[config.mk]
export PLATFORM = sky130hd
export DESIGN_NAME = shot_clock_display_flat
export DESIGN_NICKNAME = d
export VERILOG_FILES = /design/src/rtl/shot_clock_display_if.sv /design/src/rtl/shot_clock_display.sv /design/src/flat_wrapper.sv
export SDC_FILE = /design/constraint.sdc
export NUM_CORES = 1
export LEC_CHECK = 0
export ABC_AREA = 0
export CORE_UTILIZATION = 60
export DETAILED_ROUTE_END_ITERATION = 8
export GPL_TIMING_DRIVEN = 0
export PLACE_DENSITY = 0.81
export SYNTH_ARGS = -nofsm -noshare
export SYNTH_HDL_FRONTEND = slang
export SYNTH_SLANG_ARGS = --single-unit
[constraint.sdc]
create_clock -name cp -period 5.4 [get_ports cp]
set_input_delay 1.08 -clock cp [delete_from_list [all_inputs] [get_ports cp]]
set_output_delay 1.08 -clock cp [all_outputs]
set_load 0.03 [all_outputs]
[src/rtl/shot_clock_display_if.sv]
// Shot-clock display bus: the two BCD digits and expiry flag coming from the
// shot-clock core, and the multiplexed 7-segment / buzzer drive going out.
//   timerH  4  BCD tens digit (asynchronous to the display clock)
//   timerL  4  BCD units digit (asynchronous to the display clock)
//   alarm   1  shot-clock expiry flag (asynchronous to the display clock)
//   seg     7  segments {g,f,e,d,c,b,a}, active-high
//   dig     2  digit enables, active-low; dig[1] tens, dig[0] units
//   buzzer  1  buzzer drive, active-high
//   err     1  accepted value holds a non-BCD digit
// master: source of digits/alarm (shot-clock core or bench)
// slave : the display controller
interface shot_clock_display_if;
   logic [3:0] timerH;
   logic [3:0] timerL;
   logic       alarm;
   logic [6:0] seg;
   logic [1:0] dig;
   logic       buzzer;
   logic       err;

   modport master (
      output timerH, timerL, alarm,
      input  seg, dig, buzzer, err
   );

   modport slave (
      input  timerH, timerL, alarm,
      output seg, dig, buzzer, err
   );
endinterface

[src/rtl/shot_clock_display.sv]
// Two-digit multiplexed shot-clock display with low-time blink and a
// pulsed expiry buzzer.
//   cp     display clock, all state on the rising edge
//   nrest  asynchronous active-low reset
//   bus    shot_clock_display_if.slave (timerH/timerL/alarm in;
//          seg/dig/buzzer/err out, all outputs registered)
//
// Buzzer sequencer
//   state  | meaning
//   S_IDLE | quiet, waiting for a rising edge of the synchronized alarm
//   S_ON   | buzzer driven, on-time down-counter running
//   S_OFF  | gap between pulses, off-time down-counter running
//   S_DONE | all pulses given, waiting for alarm to drop before re-arming
module shot_clock_display #(
   parameter int SCAN_DIV   = 1000,
   parameter int BLINK_DIV  = 25000,
   parameter int BEEP_ON    = 5000,
   parameter int BEEP_OFF   = 5000,
   parameter int BEEP_COUNT = 3
) (
   input logic                 cp,
   input logic                 nrest,
   shot_clock_display_if.slave bus
);

   localparam int SW      = (SCAN_DIV  > 1) ? $clog2(SCAN_DIV)  : 1;
   localparam int BW      = (BLINK_DIV > 1) ? $clog2(BLINK_DIV) : 1;
   localparam int BMAX    = (BEEP_ON > BEEP_OFF) ? BEEP_ON : BEEP_OFF;
   localparam int TW      = (BMAX > 1) ? $clog2(BMAX) : 1;
   localparam int PW      = $clog2(BEEP_COUNT + 1);
   localparam int ON_LD   = (BEEP_ON  > 0) ? BEEP_ON  - 1 : 0;
   localparam int OFF_LD  = (BEEP_OFF > 0) ? BEEP_OFF - 1 : 0;

   typedef enum logic [1:0] {S_IDLE, S_ON, S_OFF, S_DONE} beep_state_t;

   function automatic logic [6:0] seg7(input logic [3:0] d);
      case (d)
         4'd0:    seg7 = 7'h3F;
         4'd1:    seg7 = 7'h06;
         4'd2:    seg7 = 7'h5B;
         4'd3:    seg7 = 7'h4F;
         4'd4:    seg7 = 7'h66;
         4'd5:    seg7 = 7'h6D;
         4'd6:    seg7 = 7'h7D;
         4'd7:    seg7 = 7'h07;
         4'd8:    seg7 = 7'h7F;
         4'd9:    seg7 = 7'h6F;
         default: seg7 = 7'h40;
      endcase
   endfunction

   logic [7:0]    raw_s1, raw_s2, raw_prev, acc_q, acc_nx;
   logic          alarm_s1, alarm_s2, alarm_d;
   logic [SW-1:0] scan_cnt;
   logic          scan_wrap, started_q, started_nx, sel_q, sel_nx;
   logic [BW-1:0] blink_cnt;
   logic          blink_wrap, phase_q, phase_nx;
   logic [3:0]    digit_h, digit_l;
   logic          blank;
   logic [6:0]    seg_nx, seg_q;
   logic [1:0]    dig_nx, dig_q;
   logic          err_q, buzzer_q;
   beep_state_t   state_q, state_nx;
   logic [TW-1:0] tmr_q, tmr_nx;
   logic [PW-1:0] pcnt_q, pcnt_nx;
   logic          alarm_rise;

   // A value is taken only after it has been seen twice in a row, which
   // filters out the skew between the two asynchronously changing digits.
   assign acc_nx = (raw_s2 == raw_prev) ? raw_s2 : acc_q;

   always_ff @(posedge cp or negedge nrest) begin
      if (!nrest) begin
         raw_s1   <= '0;
         raw_s2   <= '0;
         raw_prev <= '0;
         acc_q    <= '0;
         alarm_s1 <= 1'b0;
         alarm_s2 <= 1'b0;
         alarm_d  <= 1'b0;
      end else begin
         raw_s1   <= {bus.timerH, bus.timerL};
         raw_s2   <= raw_s1;
         raw_prev <= raw_s2;
         acc_q    <= acc_nx;
         alarm_s1 <= bus.alarm;
         alarm_s2 <= alarm_s1;
         alarm_d  <= alarm_s2;
      end
   end

   // Digits stay dark until the first wrap; that first wrap lights units
   // without toggling, every later wrap alternates units/tens.
   assign scan_wrap  = (scan_cnt == SW'(SCAN_DIV - 1));
   assign started_nx = started_q | scan_wrap;
   assign sel_nx     = (scan_wrap && started_q) ? ~sel_q : sel_q;

   assign blink_wrap = (blink_cnt == BW'(BLINK_DIV - 1));
   assign phase_nx   = phase_q ^ blink_wrap;

   always_ff @(posedge cp or negedge nrest) begin
      if (!nrest) begin
         scan_cnt  <= '0;
         started_q <= 1'b0;
         sel_q     <= 1'b0;
         blink_cnt <= '0;
         phase_q   <= 1'b0;
      end else begin
         scan_cnt  <= scan_wrap ? '0 : scan_cnt + SW'(1);
         started_q <= started_nx;
         sel_q     <= sel_nx;
         blink_cnt <= blink_wrap ? '0 : blink_cnt + BW'(1);
         phase_q   <= phase_nx;
      end
   end

   // Output registers are fed from next-state values so seg/dig/err all
   // describe the same cycle.
   assign digit_h = acc_nx[7:4];
   assign digit_l = acc_nx[3:0];
   assign blank   = phase_nx && (digit_h == 4'd0) &&
                    (digit_l != 4'd0) && (digit_l <= 4'd5);

   always_comb begin
      seg_nx = 7'h00;
      dig_nx = 2'b11;
      if (started_nx) begin
         if (sel_nx) begin
            dig_nx = 2'b01;
            if (!blank && (digit_h != 4'd0)) seg_nx = seg7(digit_h);
         end else begin
            dig_nx = 2'b10;
            if (!blank) seg_nx = seg7(digit_l);
         end
      end
   end

   assign alarm_rise = alarm_s2 & ~alarm_d;

   always_comb begin
      state_nx = state_q;
      tmr_nx   = tmr_q;
      pcnt_nx  = pcnt_q;
      case (state_q)
         S_IDLE: begin
            if (alarm_rise) begin
               state_nx = S_ON;
               tmr_nx   = TW'(ON_LD);
               pcnt_nx  = PW'(1);
            end
         end
         S_ON: begin
            if (!alarm_s2) begin
               state_nx = S_IDLE;
            end else if (tmr_q == '0) begin
               if (pcnt_q < PW'(BEEP_COUNT)) begin
                  state_nx = S_OFF;
                  tmr_nx   = TW'(OFF_LD);
               end else begin
                  state_nx = S_DONE;
               end
            end else begin
               tmr_nx = tmr_q - TW'(1);
            end
         end
         S_OFF: begin
            if (!alarm_s2) begin
               state_nx = S_IDLE;
            end else if (tmr_q == '0) begin
               state_nx = S_ON;
               tmr_nx   = TW'(ON_LD);
               pcnt_nx  = pcnt_q + PW'(1);
            end else begin
               tmr_nx = tmr_q - TW'(1);
            end
         end
         S_DONE: begin
            if (!alarm_s2) state_nx = S_IDLE;
         end
         default: state_nx = S_IDLE;
      endcase
   end

   always_ff @(posedge cp or negedge nrest) begin
      if (!nrest) begin
         state_q  <= S_IDLE;
         tmr_q    <= '0;
         pcnt_q   <= '0;
         seg_q    <= 7'h00;
         dig_q    <= 2'b11;
         err_q    <= 1'b0;
         buzzer_q <= 1'b0;
      end else begin
         state_q  <= state_nx;
         tmr_q    <= tmr_nx;
         pcnt_q   <= pcnt_nx;
         seg_q    <= seg_nx;
         dig_q    <= dig_nx;
         err_q    <= (digit_h > 4'd9) || (digit_l > 4'd9);
         buzzer_q <= (state_nx == S_ON);
      end
   end

   assign bus.seg    = seg_q;
   assign bus.dig    = dig_q;
   assign bus.err    = err_q;
   assign bus.buzzer = buzzer_q;

endmodule

[src/flat_wrapper.sv]
// flat-port wrapper written by rule: the top's interface ports become plain ports
module shot_clock_display_flat 
#(
   parameter int SCAN_DIV   = 1000,
   parameter int BLINK_DIV  = 25000,
   parameter int BEEP_ON    = 5000,
   parameter int BEEP_OFF   = 5000,
   parameter int BEEP_COUNT = 3
)
  (cp, nrest, bus_timerH, bus_timerL, bus_alarm, bus_seg, bus_dig, bus_buzzer, bus_err);
  shot_clock_display_if bus_i ();
  input logic cp;
  input logic nrest;
  input wire logic [$bits(bus_i.timerH)-1:0] bus_timerH;
  input wire logic [$bits(bus_i.timerL)-1:0] bus_timerL;
  input wire logic [$bits(bus_i.alarm)-1:0] bus_alarm;
  output wire logic [$bits(bus_i.seg)-1:0] bus_seg;
  output wire logic [$bits(bus_i.dig)-1:0] bus_dig;
  output wire logic [$bits(bus_i.buzzer)-1:0] bus_buzzer;
  output wire logic [$bits(bus_i.err)-1:0] bus_err;
  assign bus_i.timerH = bus_timerH;
  assign bus_i.timerL = bus_timerL;
  assign bus_i.alarm = bus_alarm;
  assign bus_seg = bus_i.seg;
  assign bus_dig = bus_i.dig;
  assign bus_buzzer = bus_i.buzzer;
  assign bus_err = bus_i.err;
  shot_clock_display #(.SCAN_DIV(SCAN_DIV), .BLINK_DIV(BLINK_DIV), .BEEP_ON(BEEP_ON), .BEEP_OFF(BEEP_OFF), .BEEP_COUNT(BEEP_COUNT)) u_core (.cp(cp), .nrest(nrest), .bus(bus_i));
endmodule
# Yosys cells after proc, flatten, opt, wreduce, memory -nomap -nowiden
# Memories as Yosys holds them, arrays and structs flattened.
# Cells that the tools add are included.
# Widths: inputs -> output; s select.
# word_totals
output_inout_bits,11
wordCells,91
n_memories,2
latchBits,0
inputBits,11
ramBits,0
reg_bits,91
romBits,224
# op_classes
n_shift,0
reduce_logical,16
n_lt_le_gt_ge,4
eq_ne,12
add_sub_neg,4
multipliers,0
mux,29
bitwise,5
div,0
# memory_table
name,words,width,rd,rd_ports_with_merged_regs,write_ports,line_no,source
(no name shown),16,7,1,0,0,shot_clock_display.sv:37,case (d)
(no name shown),16,7,1,0,0,shot_clock_display.sv:37,
# op_table
operator,count
$mux 13,6
$pmux 13 s3,1
$mux 7,4
$mux 2,11
$add 15x1->15 const B,1
$eq 15x15->1 const B,1
$mux 15,1
$logic_not 13->1,1
$sub 13x1->13 const B,1
$add 10x1->10 const B,1
$eq 10x10->1 const B,1
$mux 10,1
$eq 8x8->1,1
$gt 4x4->1 const B,2
$mux 8,1
$ne 2x1->1 const B,4
$pmux 2 s4,1
$reduce_bool 4->1,2
$logic_and 1x1->1,5
$reduce_and 5->1,1
$eq 2x1->1 const B,2
$eq 2x2->1 const B,2
$le 4x3->1 const B,1
$logic_not 4->1,1
other kinds (15),17

# Depth between registers and ports, before layout
# Gate-level depths: netlist of the first run.
# depth
depth_word,11
mapped_depth,13
ltp_nobuf,12

# Worst setup path after synthesis of the first run
# OpenSTA, ideal clock, no wires.
# synth_path
path_kind,reg-to-reg
startpoint,reg u_core.raw_s2[4]
endpoint,"reg u_core.seg_q[5], in the netlist u_core.bus.seg[5]"
path_stages_with_launch,13
slack_ns,1.894
t_arrival_ns,3.381
synth_period_minus_slack_ns,3.506
path_buffers,1
path_cell_list,dfrtp_1 -> xor2_1 -> or4_4 -> nor2_4 -> buf_4 -> mux2i_1 -> ha_1 -> or3b_2 -> a2111oi_0 -> nand3_1 -> a21oi_1 -> a311o_1 -> o2bb2ai_1
# synth_between
elab_chain_len,11
word_cells_on_any_way,17
cone_classes,1 x order compare; 1 x eq/ne; 5 x mux; 8 x reduce/logical; 2 x memory
# synth_rtl
item,line_no,source
from (decl),shot_clock_display.sv:52,"logic [7:0] raw_s1, raw_s2, raw_prev, acc_q, acc_nx;"
from (signal assigned),shot_clock_display.sv:83,raw_s2 <= raw_s1;
$eq 8x8->1,shot_clock_display.sv:70,assign acc_nx = (raw_s2 == raw_prev) ? raw_s2 : acc_q;
$mux 8 (*),shot_clock_display.sv:70,
branches (longest 7 deep; another with $le 4x3->1),--,
$mux 7 (*),shot_clock_display.sv:128,if (sel_nx) begin
$mux 7 (*),shot_clock_display.sv:127,if (started_nx) begin
net u_core.seg_nx[5],shot_clock_display.sv:60,"logic [6:0] seg_nx, seg_q;"
to (signal assigned),shot_clock_display.sv:197,seg_q <= seg_nx;
to (decl),shot_clock_display.sv:60,
# Mark *: on every way through the listed nets, which the timed path passes.
# A chain may end at the register's enable or synchronous reset.

# Worst setup path after layout of the first run
# layout_path
startpoint,reg u_core.raw_s2[2]
endpoint,"reg u_core.seg_q[5], in the netlist u_core.bus.seg[5]"
# The elaborated chain is that of the path after synthesis.

==> impl_metrics.yaml, run 1 <==
run_status:
  status: "finished, final reports clean"
logic_synthesis:
  synth-xor-area-share: 0.05331
  yosysUniqueCellTypes: 65
  syn_area_sq_um: 4436
  synth-compound-area-share: 0.1272
  syn_area_per_cell_sq_um: 10.64
  synthAdderAreaFrac: 0.05642
  synth_ff_type: "dfrtp_1"
  ys_ff_latch: 91
  yosysSeqAreaShare: 0.5140
  postSynth.asyncResetShare: 1.000
  synthSimpleGateAreaFrac: 0.1958
  yosys_warnings: 0
  synth_top_family_by_area: "simple AND/OR/NAND/NOR gates"
  synth_edf_count: 0
  netlist_instances: 417
  synth_nets: 448
  synthMuxAreaShare: 0.02313
clock_network:
  h-tree-depth: 3
  ctsResizeCount: 0
  clkLatencyLatePin_ns: 0.35
  post_cts_buffers: 0
  clk_path_buf_depth: 2
  clkSinkCount: 91
  path_clk_slew_ns: 0.09
  numCtsBuffers: 9
  root_buffer: "clkbuf_8"
  hold_buffers: 0
  tritoncts: "yes"
placement:
  post-dp-hpwl_microns: 5638
  pre_cts_ws_ns: 1.380
  placed_area_sq_um: 4791
  io_buffers: 21
  place.gp.congestion: 0.8328
sta:
  drv_slew: 0
  holdWs_ns: 0.3530
  fin_crit_sh: 0.7702
  fin_crit_ns: 4.159
  worst_pin_slew_ns: 0.7353
  setup_ws_ns: 1.241
  max_freq_mhz: 240.4
  setup_viol: 0
  rsz0062_at_grt: "no"
  final.setup.tns_ns: 0
  timing.slew.headroom: 0.5053
  final_hold_viol_count: 0
  skew_ns: 0.01136
floorplan:
  boundaryPins: 22
  die_area_sq_um: 7740
  core_area_sq_um: 6982
  placementRows: 30
  fp.dieW_microns: 87.98
  fp.dieH_microns: 87.98
  initial_core_util: 0.6353
worst_setup_path:
  endpoint_kind: "flop"
  cp_max_fo: 10
  r2r_slack_ns: 1.24
  cp_slowest_cell: "or4_4"
  crit_type: "reg2reg"
  crit_arrival_ns: 4.40
  critPathMaxStageDelay_ns: 0.58
  start_kind: "flop"
  required_ns: 5.64
  crit_chain: "xor2_1 > or4_4 > nor2_4 > buf_4 > mux2i_1 > ha_1 > or3b_2 > a2111oi_0 > o21ai_0 > a21oi_1 > a311o_1 > o2bb2ai_1"
pwr:
  internal_power_w: 0.001094
  combPwrFrac: 0.210
  powerDensity_nw_per_um2: 316.7
  vdd_ir_drop_max_mv: 0.1889
  p_sw_w: 0.0004907
  total_leakage_power_nw: 2.177
  seq_power_share: 0.486
  swShare: 0.3097
  clockPowerShare: 0.304
layout:
  stdcell_area_sq_um: 5004
  drive_gt1_frac: 0.1099
  layout_commonest_cell: "dfrtp_1"
  num_antenna_cells: 0
  post-route-util: 0.7167
  nets: 481
  syn2layout_area_growth_pct: 12.81
  final_cell_mix: "89 x dfrtp_1, 37 x nand2_1, 36 x nor2_1"
  fillers: 498
routing:
  dr.pass1.iters: 4
  viasPerCell: 5.788
  drt-initial-drc-count: 191
  vias: 3189
  wl_microns: 7949
  ant_nets: 0
  wl_per_cell_microns: 14.43
  drc: 0
grt:
  grt_antenna_before_repair: 0
  globalRouteOverflowTotal: 0
  grt_pass1_wl_microns: 13940
  grt_max_degree: 68
  grt_pass1_vias: 3119
  grt_usage: 0.2324
run:
  drv_cap: 0
min_path:
  hold_path_class: "reg2reg"
critical path: cells and delay by family, from the launching register on:
family / cells / cell delay (ns)
adder cells (fa/ha/maj): 1 / 0.30
AND/OR/NAND/NOR: 3 / 1.22
AO/OA/AOI/OAI: 5 / 1.21
XOR/XNOR: 1 / 0.23
multiplexers: 1 / 0.40
buffers and inverters: 1 / 0.22
flip-flops: 1 / 0.47
cell families after synthesis:
family	Yosys count
AOI/OAI and AO/OA	82
and+or+nand+nor	158
adders and majority gates	20
DFF	91
muxes	10
xor gates and xnor gates	27
buffers and inverters	29
flip-flops by register name, indices dropped and copies added, names as in the netlist:
name               count
u_core.acc_q           8
u_core.sel_q           1
u_core.phase_q         1
u_core.alarm_s2        1
u_core.bus.buzzer      1
u_core.raw_s2          8
u_core.state_q         2
u_core.raw_prev        8
u_core.started_q       1
u_core.tmr_q          13
u_core.blink_cnt      15
u_core.raw_s1          8
u_core.bus.dig         2
u_core.pcnt_q          2
u_core.alarm_s1        1
u_core.alarm_d         1
u_core.scan_cnt       10
u_core.bus.seg         7
u_core.bus.err         1
metrics by stage:
stage / std cells / total power, W
after floorplan: 417 / 0.001007
after global placement: 534 / 0.001099
after detailed placement: 535 / 0.001109
after CTS: 551 / 0.001592
after global routing: 551 / 0.001669
final: 551 / 0.001585
synthesized netlist by cell type (5+ instances only):
library cell,n,area [sq um]
nor2b_1,10,62.56
ha_1,20,250.2
o2bb2ai_1,5,43.79
xor2_1,19,166.4
nor2_1,36,135.1
o21ai_0,21,105.1
a21oi_1,16,80.08
nor4_1,5,31.28
xnor2_1,8,70.07
dfrtp_1,89,2227
inv_1,20,75.07
nor3_1,8,40.04
nand2_1,37,138.9
or3_1,7,43.79
nand3_1,16,80.08
mux2i_1,8,80.08
path summary, 6_finish.rpt:
check,end,startpoint,cells past startpoint
worst min-delay path,u_core.raw_s2[4]$_DFF_PN0_,u_core.raw_s1[4]$_DFF_PN0_,0
worst max register to register,u_core.bus.seg[5]$_DFF_PN0_,u_core.raw_s2[2]$_DFF_PN0_,12
max in group asynchronous,u_core.alarm_d$_DFF_PN0_,nrest,2
worst min register to register,u_core.raw_s2[4]$_DFF_PN0_,u_core.raw_s1[4]$_DFF_PN0_,0
min in group asynchronous,u_core.scan_cnt[7]$_DFF_PN0_,nrest,1
worst max-delay path,u_core.bus.seg[5]$_DFF_PN0_,u_core.raw_s2[2]$_DFF_PN0_,12
cell type report:
class                      count  area, sq um  area share
buffer                         9        58.81     0.01175
clock inverter                 6        75.07     0.01500
tap                           96        120.1     0.02401
sequential                    91         2280      0.4556
multi-input combinational    297         2022      0.4041
inverter                      20        75.07     0.01500
clock buffer                  10        137.6     0.02751
timing repair buffer          22        235.2     0.04701
power groups by stage:
stage | clock [W] | sequential [W] | combinational (W)
2_1_floorplan | 0 | 0.000782 | 0.000226
3_3_place_gp | 0 | 0.000781 | 0.000318
3_5_place_dp | 0 | 0.000783 | 0.000327
4_1_cts | 0.000493 | 0.000770 | 0.000329
5_1_grt | 0.000519 | 0.000777 | 0.000373
6_report | 0.000482 | 0.000770 | 0.000332
layer usage:
layer / wire (microns) / share of wire / global-route usage
met5: 0 / 0 / 0
met4: 155 / 0.019 / 0.1013
met3: 254 / 0.032 / 0.03299
met2: 3746 / 0.47 / 0.3763
met1: 3792 / 0.48 / 0.3144
(Power assumes the default switching activity.)
==> inputs of run 2 (changes only) <==
--- a/config.mk
+++ b/config.mk
@@ -6,10 +6,10 @@
 export NUM_CORES = 1
 export LEC_CHECK = 0
 export ABC_AREA = 0
-export CORE_UTILIZATION = 60
+export CORE_UTILIZATION = 54
 export DETAILED_ROUTE_END_ITERATION = 8
 export GPL_TIMING_DRIVEN = 0
-export PLACE_DENSITY = 0.81
+export PLACE_DENSITY = 0.77
 export SYNTH_ARGS = -nofsm -noshare
 export SYNTH_HDL_FRONTEND = slang
 export SYNTH_SLANG_ARGS = --single-unit
==> constraint.sdc (replaced) <==
create_clock -name cp -period 3.5 [get_ports cp]
set_input_delay 0.7 -clock cp [delete_from_list [all_inputs] [get_ports cp]]
set_output_delay 0.7 -clock cp [all_outputs]
set_load 0.03 [all_outputs]
==> impl_metrics.yaml, run 2 (synthesis results as in run 1) <==
grt:
  grt_usage: 0.2168
  grt_antenna_before_repair: 0
  grt_max_degree: 77
  globalRouteOverflowTotal: 0
  grt_pass1_vias: 3190
  grt_pass1_wl_microns: 14510
floorplan:
  die_area_sq_um: 8580
  placementRows: 32
  fp.dieH_microns: 92.63
  initial_core_util: 0.5652
  core_area_sq_um: 7848
  fp.dieW_microns: 92.63
  boundaryPins: 22
routing:
  drc: 0
  dr.pass1.iters: 4
  viasPerCell: 5.667
  ant_nets: 0
  vias: 3247
  wl_microns: 8525
  drt-initial-drc-count: 134
  wl_per_cell_microns: 14.88
min_path:
  hold_path_class: "in2async"
layout:
  drive_gt1_frac: 0.1762
  fillers: 615
  reg.largest.list: "u_core.blink_cnt x15, u_core.tmr_q x13, u_core.scan_cnt x10"
  layout_commonest_cell: "dfrtp_1"
  syn2layout_area_growth_pct: 17.80
  largest_reg_flops: 15
  final_cell_mix: "85 x dfrtp_1, 37 x nand2_1, 35 x nor2_1"
  top_register: "u_core.blink_cnt"
  final_cells: 573
  nets: 497
  num_antenna_cells: 0
sta:
  holdWs_ns: 0.1992
  worst_pin_slew_ns: 0.7165
  max_freq_mhz: 294.2
  fin_crit_sh: 0.9710
  final_hold_viol_count: 0
  skew_ns: 0.01367
  drv_slew: 0
  fin_crit_ns: 3.399
  setup_viol: 0
  timing.slew.headroom: 0.5179
clock_network:
  clkLatencyLatePin_ns: 0.36
  clk_path_buf_depth: 2
  tritoncts: "yes"
  path_clk_slew_ns: 0.10
  root_buffer: "clkbuf_8"
  clkSinkCount: 91
  numCtsBuffers: 9
  h-tree-depth: 3
pwr:
  powerDensity_nw_per_um2: 461.1
  total_leakage_power_nw: 2.243
  vdd_ir_drop_max_mv: 0.4383
  power_w: 0.002409
placement:
  dpl.cell_count: 541
  io_buffers: 21
  post-dp-hpwl_microns: 5696
  place.gp.congestion: 0.8128
worst_setup_path:
  crit_arrival_ns: 3.69
  crit_type: "reg2reg"
  endpoint_kind: "flop"
  start_kind: "flop"
  required_ns: 3.79
  ff2ff_path_depth: 14
  cp_max_fo: 5
run_status:
  status: "finished, final reports clean"
run:
  drv_cap: 0
-- run 2: changes by cell type in the layout (fill, tap and decap cells not counted), sizes merged --
cell      previous run  this run
buf                  8        24
clkinvlp             1         2
bufinv               1         0
clkinv               0         1
inv                 24        23
-- run 2: layout make-up --
| type | instances | area [sq um] | share of cell area |
|---|---|---|---|
| timing repair buffer | 38 | 355.3 | 0.06801 |
| tap | 102 | 127.6 | 0.02443 |
| clock buffer | 10 | 127.6 | 0.02443 |
| multi-input combinational | 297 | 2142 | 0.4100 |
| buffer | 9 | 66.31 | 0.01269 |
| inverter | 20 | 75.07 | 0.01437 |
| clock inverter | 6 | 46.29 | 0.008860 |
| sequential | 91 | 2285 | 0.4373 |
-- run 2: repair_timing --
action / CTS / global route
resized for setup: 18 / 12
hold buffers: 0 / 0
setup buffers: 12 / 4
endpoints found under the setup margin: 7 / 7
pin swaps: 5 / 3
endpoints found under the hold margin: 0 / 0
-- run 2: worst paths after layout --
kind | startpoint | endpoint | slack (ns)
worst max-delay path | u_core.raw_s2[4]$_DFF_PN0_ | u_core.bus.seg[5]$_DFF_PN0_ | 0.10
worst min-delay path | nrest | u_core.tmr_q[5]$_DFFE_PN0P_ | 0.20
worst max register to register | u_core.raw_s2[4]$_DFF_PN0_ | u_core.bus.seg[5]$_DFF_PN0_ | 0.10
worst min register to register | u_core.raw_s1[3]$_DFF_PN0_ | u_core.raw_s2[3]$_DFF_PN0_ | 0.35
max in group asynchronous | nrest | u_core.raw_s2[2]$_DFF_PN0_ | 2.66
min in group cp | u_core.raw_s1[3]$_DFF_PN0_ | u_core.raw_s2[3]$_DFF_PN0_ | 0.35
-- run 2: routing by layer --
metal | share of wire | vias to the layer above | GRT usage
li1 | - | 1579 | -
met1 | 0.47 | 1590 | 0.2932
met2 | 0.48 | 59 | 0.3395
met3 | 0.031 | 19 | 0.04023
met4 | 0.023 | 0 | 0.1026
met5 | 0 | - | 0
-- run 2: metrics by stage --
| stage | TNS (ns) | instance area (sq um) | util | worst slack, ns |
|---|---|---|---|---|
| final | 0 | 5225 | 0.6658 | 0.1014 |
| after global routing | -0.05430 | 5225 | 0.6658 | -0.02936 |
| after detailed placement | -2.591 | 4806 | 0.6124 | -0.4420 |
| after global placement | -132.27 | 4781 | 0.6092 | -1.460 |
| after floorplan | 0 | 4443 | - | 0.02107 |
| after CTS | 0 | 5131 | 0.6539 | 0.006881 |
-- run 2: critical path, cell delays in order, from the launching register on --
cell	delay, ns
dfrtp_2	0.42
xor2_1	0.19
or4_4	0.57
nor2_4	0.15
buf_8	0.14
buf_4	0.17
mux2i_4	0.29
inv_2	0.09
ha_1	0.24
nor2_4	0.16
a2111oi_2	0.09
o21ai_1	0.12
a21oi_2	0.09
a311o_2	0.43
o2bb2ai_2	0.17
-- run 2: power breakdown --
group	internal [W]	switching, W
sequential	0.00112	0.0000700
clock	0.000265	0.000384
combinational	0.000238	0.000332
